$ cat src/rtl/serial_sub_pkg.sv
// Shared FSM encoding and legal WIDTH bounds for the bit-serial subtractor.
package serial_sub_pkg;

    typedef enum logic [1:0] {
        ST_IDLE = 2'd0,
        ST_RUN  = 2'd1,
        ST_DONE = 2'd2
    } state_t;

    localparam int WIDTH_MIN = 2;
    localparam int WIDTH_MAX = 32;

endpackage

$ cat src/rtl/serial_subtractor_fs.sv
// Combinational one-bit full subtractor: x - y - bi -> difference d, borrow-out bo.
module fs (
    input  logic x,
    input  logic y,
    input  logic bi,
    output logic d,
    output logic bo
);

    assign d  = x ^ y ^ bi;
    assign bo = (~x & y) | (~(x ^ y) & bi);

endmodule

$ cat src/rtl/serial_subtractor.sv
// Bit-serial WIDTH-bit subtractor (diff = a - b, LSB first) with valid/ready on both sides.
// Optional signed-overflow output enabled by defining SERIAL_SUB_OVF_EN.
module serial_subtractor
    import serial_sub_pkg::*;
#(
    parameter int WIDTH = 8
) (
    input  logic             clk,
    input  logic             rst,
    input  logic             in_valid,
    output logic             in_ready,
    input  logic [WIDTH-1:0] a,
    input  logic [WIDTH-1:0] b,
    output logic             out_valid,
    input  logic             out_ready,
    output logic [WIDTH-1:0] diff,
    output logic             bout
`ifdef SERIAL_SUB_OVF_EN
    ,
    output logic             ovf
`endif
);

    localparam int CW = $clog2(WIDTH);
    localparam logic [CW-1:0] CNT_LAST = CW'(WIDTH - 1);

    if (WIDTH < WIDTH_MIN || WIDTH > WIDTH_MAX) begin : g_bad_width
        $error("serial_subtractor: WIDTH out of range");
    end

    state_t           state_q, state_d;
    logic [CW-1:0]    cnt_q, cnt_d;
    logic             borrow_q, borrow_d;
    logic [WIDTH-1:0] a_sh_q, a_sh_d;
    logic [WIDTH-1:0] b_sh_q, b_sh_d;
    logic [WIDTH-2:0] res_sh_q, res_sh_d;
    logic [WIDTH-1:0] diff_q, diff_d;
    logic             bout_q, bout_d;
    logic             ovf_q, ovf_d;

    logic             d_bit;
    logic             bo_bit;
    logic [WIDTH-1:0] res_next;

    fs u_fs (
        .x  (a_sh_q[0]),
        .y  (b_sh_q[0]),
        .bi (borrow_q),
        .d  (d_bit),
        .bo (bo_bit)
    );

    // Partial result grows from the MSB end; after the last bit it is the full difference.
    assign res_next = {d_bit, res_sh_q};

    always_comb begin
        state_d  = state_q;
        cnt_d    = cnt_q;
        borrow_d = borrow_q;
        a_sh_d   = a_sh_q;
        b_sh_d   = b_sh_q;
        res_sh_d = res_sh_q;
        diff_d   = diff_q;
        bout_d   = bout_q;
        ovf_d    = ovf_q;
        unique case (state_q)
            ST_IDLE: begin
                if (in_valid) begin
                    a_sh_d   = a;
                    b_sh_d   = b;
                    borrow_d = 1'b0;
                    cnt_d    = '0;
                    state_d  = ST_RUN;
                end
            end
            ST_RUN: begin
                a_sh_d   = a_sh_q >> 1;
                b_sh_d   = b_sh_q >> 1;
                res_sh_d = res_next[WIDTH-1:1];
                borrow_d = bo_bit;
                cnt_d    = cnt_q + 1'b1;
                if (cnt_q == CNT_LAST) begin
                    // Shifters now present the operand MSBs at bit 0.
                    state_d = ST_DONE;
                    cnt_d   = '0;
                    diff_d  = res_next;
                    bout_d  = bo_bit;
                    ovf_d   = (a_sh_q[0] != b_sh_q[0]) && (d_bit != a_sh_q[0]);
                end
            end
            ST_DONE: begin
                if (out_ready) begin
                    state_d = ST_IDLE;
                end
            end
            default: begin
                state_d = ST_IDLE;
            end
        endcase
    end

    always_ff @(posedge clk) begin
        if (rst) begin
            state_q  <= ST_IDLE;
            cnt_q    <= '0;
            borrow_q <= 1'b0;
            a_sh_q   <= '0;
            b_sh_q   <= '0;
            res_sh_q <= '0;
            diff_q   <= '0;
            bout_q   <= 1'b0;
            ovf_q    <= 1'b0;
        end else begin
            state_q  <= state_d;
            cnt_q    <= cnt_d;
            borrow_q <= borrow_d;
            a_sh_q   <= a_sh_d;
            b_sh_q   <= b_sh_d;
            res_sh_q <= res_sh_d;
            diff_q   <= diff_d;
            bout_q   <= bout_d;
            ovf_q    <= ovf_d;
        end
    end

    assign in_ready  = (state_q == ST_IDLE);
    assign out_valid = (state_q == ST_DONE);
    assign diff      = diff_q;
    assign bout      = bout_q;
`ifdef SERIAL_SUB_OVF_EN
    assign ovf       = ovf_q;
`else
    logic unused_ovf;
    assign unused_ovf = ovf_q;
`endif

endmodule
$ cat config.mk
export PLATFORM = sky130hd
export DESIGN_NAME = serial_subtractor
export DESIGN_NICKNAME = d
export VERILOG_FILES = /design/src/rtl/serial_sub_pkg.sv /design/src/rtl/serial_subtractor_fs.sv /design/src/rtl/serial_subtractor.sv
export SDC_FILE = /design/constraint.sdc
export NUM_CORES = 1
export LEC_CHECK = 0
export CAP_MARGIN = 25
export CELL_PAD_IN_SITES_DETAIL_PLACEMENT = 1
export CELL_PAD_IN_SITES_GLOBAL_PLACEMENT = 2
export CORE_ASPECT_RATIO = 1.2
export CORE_MARGIN = 8
export CORE_UTILIZATION = 31
export CTS_CLUSTER_SIZE = 12
export DETAILED_ROUTE_END_ITERATION = 8
export PLACE_DENSITY = 0.82
export SYNTH_ARGS = -nofsm -noshare
export SYNTH_HDL_FRONTEND = slang
export SYNTH_SLANG_ARGS = --single-unit
$ cat constraint.sdc
create_clock -name clk -period 1.8 [get_ports clk]
set_clock_uncertainty 0.2 [all_clocks]
set_input_delay 0.36 -clock clk [delete_from_list [all_inputs] [get_ports clk]]
set_output_delay 0.36 -clock clk [all_outputs]
set_load 0.005 [all_outputs]
==> results.json <==
{
  "wl_per_cell_um": 13.85,
  "grt_max_degree": 39,
  "critPathTopFamily": "buffers and inverters",
  "critPathKind": "flip-flop to output pin",
  "numPortBuffers": 30,
  "grt_pass1_vias": 1354,
  "worstPathBufferInverterCount": 1,
  "period_share_pct": 94.66,
  "cp_max_fo": 2,
  "rsz0062_at_grt": "no",
  "switchingPower_w": 0.0004145,
  "power_density_nw_per_um2": 810.6,
  "htreeDepth": 2,
  "p_int_w": 0.001258,
  "hold_violations": 0,
  "routed_wl_um": 3697,
  "clock_path_buffers": 2,
  "place.detailed.hpwl_um": 2525,
  "cts_buffers": 5,
  "die_h_um": 95.32,
  "fillerInstances": 611,
  "pwr-share-clk_pct": 32.9,
  "cts_sinks": 38,
  "die-width_um": 82.10,
  "fin_crit_ns": 1.704,
  "multi_input_area_um2": 699.4,
  "rows": 29,
  "maxSlewViolCount": 0,
  "setup_violations": 0,
  "max-cap-violations": 0,
  "ys_warn_count": 0,
  "syn-cell-area_um2": 1625,
  "ant_nets": 0,
  "postSynthCellCount": 172,
  "peakVddDrop_mv": 0.3035,
  "core_area_um2": 5189,
  "pwr-share-seq_pct": 54.0,
  "clkSlewWorstSetupHoldPaths_ns": 0.07,
  "final_cell_mix": "dfxtp_1, clkdlybuf4s50_1, nand2_1",
  "layout_commonest_cell": "dfxtp_1",
  "nNetsFinal": 228,
  "seq_area_frac_synth_pct": 46.81,
  "max_freq_ghz": 0.5869,
  "drc": 0,
  "crit_path_top_delay_cell": "clkdlybuf4s50_1",
  "p_leak_nw": 0.7323,
  "cts_tree": "built",
  "grt_pass1_wl_um": 6313,
  "drt-pass1-iter-count": 4,
  "tightestPinTransition_ns": 0.6139,
  "final_layout_size_suffix_gt1_share_pct": 18.05,
  "min_path_type": "flip-flop to flip-flop",
  "initialDrtViolationCount": 78,
  "viasPerCell": 4.918,
  "grtUsageTotal_pct": 10.34,
  "cp_cell_sequence": "clkdlybuf4s50_1",
  "syn_nets": 195,
  "arrival_ns": 1.14,
  "synth-seq-cells": 38,
  "antenna_found_initial": 0,
  "cpPeakStageDelay_ns": 0.51,
  "synthDistinctLibCells": 30,
  "routabilityCongestion": 0.7248,
  "avgSynthCellArea_um2": 9.449,
  "die-area_um2": 7826,
  "worst_setup_path_end_kind": "output pin",
  "grt_overflow": 0,
  "finalPower_w": 0.001672,
  "worstSetupStartpointType": "flip-flop",
  "status": "finished, final reports clean",
  "syn_to_final_growth_pct": 26.94,
  "clk_latency_ns": 0.28,
  "timing.slew.headroom_pct": 59.03,
  "n_antenna_cell": 0,
  "combPwrFrac_pct": 13.1,
  "cp.required_ns": 1.24,
  "cts_root_buf": "clkbuf_8",
  "switching_share_pct": 24.79,
  "initial_core_util_pct": 31.32,
  "num_vias": 1313,
  "io_pins": 31,
  "post-route-util_pct": 39.76,
  "seqCellArea_um2": 768.2
}
==> flip-flops by register name, summed over array words and instances, names as in the netlist <==
| name | count |
|---|---|
| a_sh_q | 8 |
| b_sh_q | 8 |
| borrow_q | 1 |
| bout | 1 |
| cnt_q | 3 |
| diff | 8 |
| res_sh_q | 7 |
| state_q | 2 |
==> final timing paths <==
path	start	to	cells past startpoint	slack (ns)
max	bout	bout	1	0.1
min	res_sh_q[0]	res_sh_q[0]	2	0.26
max reg2reg	cnt_q[0]	diff[6]	5	0.26
min reg2reg	res_sh_q[0]	res_sh_q[0]	2	0.26
==> area by class of cell <==
class	count	area share (%)
clock buffer	7	3.699
inverter	17	3.093
multi-input combinational	104	33.90
sequential	38	37.23
tap	62	3.760
timing repair buffer	39	18.31
==> what timing repair did <==
item	in CTS	in global routing
buffers inserted	0	0
hold buffers	0	0
setup endpoints to repair	16	0
resized for setup	8	0
==> per-stage QoR <==
step / hold WS, ns / setup TNS [ns] / cells / setup WS (ns) / cell area (um^2)
floorplan: 0.2366 / 0 / 172 / 0.2772 / 1625
global route: 0.2657 / 0 / 267 / 0.03576 / 2063
CTS: 0.2576 / 0 / 267 / 0.07320 / 2063
finish: 0.2568 / 0 / 267 / 0.09613 / 2063
detailed placement: 0.2476 / -6.456 / 260 / -0.4760 / 1977
global placement: 0.2439 / -5.801 / 260 / -0.4248 / 1977
==> routing by layer <==
layer	GRT usage, %	share of wire, %	up-vias
met3	3.113	4.1	5
met1	12.92	47	619
li1	-	-	661
met4	3.519	1.1	0
met2	16.41	48	28
met5	0	0	-
==> cell usage after synthesis <==
library cell,number,share of area (%)
inv_1,17,3.9
nand2b_1,2,0.77
a311oi_2,1,0.92
nand3_1,8,2.5
nor3_1,1,0.31
nor2_2,1,0.39
ha_1,2,1.5
a32oi_1,2,1.1
buf_6,4,2.8
a22oi_1,3,1.4
buf_12,1,1.2
nor2b_4,1,0.85
nand2_2,1,0.39
buf_4,2,0.92
buf_2,3,0.92
a21oi_2,11,5.9
a21oi_1,20,6.2
nand2_1,22,5.1
a2bb2oi_1,1,0.54
o21bai_1,1,0.46
mux2i_1,1,0.62
nor2b_1,1,0.39
o221a_1,10,6.9
nand3b_1,1,0.46
dfxtp_1,38,47
buf_1,1,0.23
nor2_1,9,2.1
o221a_2,4,2.8
fa_1,1,1.2
clkbuf_1,2,0.46
==> power by group through the flow <==
| stage | clock (W) | combinational, W | sequential, W |
|---|---|---|---|
| detailed placement | 0 | 0.000222 | 0.000924 |
| floorplan | 0 | 0.000156 | 0.000915 |
| finish | 0.000551 | 0.000219 | 0.000903 |
| global route | 0.000609 | 0.000242 | 0.000908 |
| global placement | 0 | 0.000218 | 0.000923 |
| CTS | 0.000576 | 0.000222 | 0.000903 |
==> cell families after synthesis <==
family | synth area share [%]
AO/OA/AOI/OAI | 26.17
AND/OR/NAND/NOR | 13.16
multiplexers | 0.6159
buffers and inverters | 10.47
flip-flops | 46.81
adder cells (fa/ha/maj) | 2.771
No activity file was read; power rests on OpenSTA's default activity.
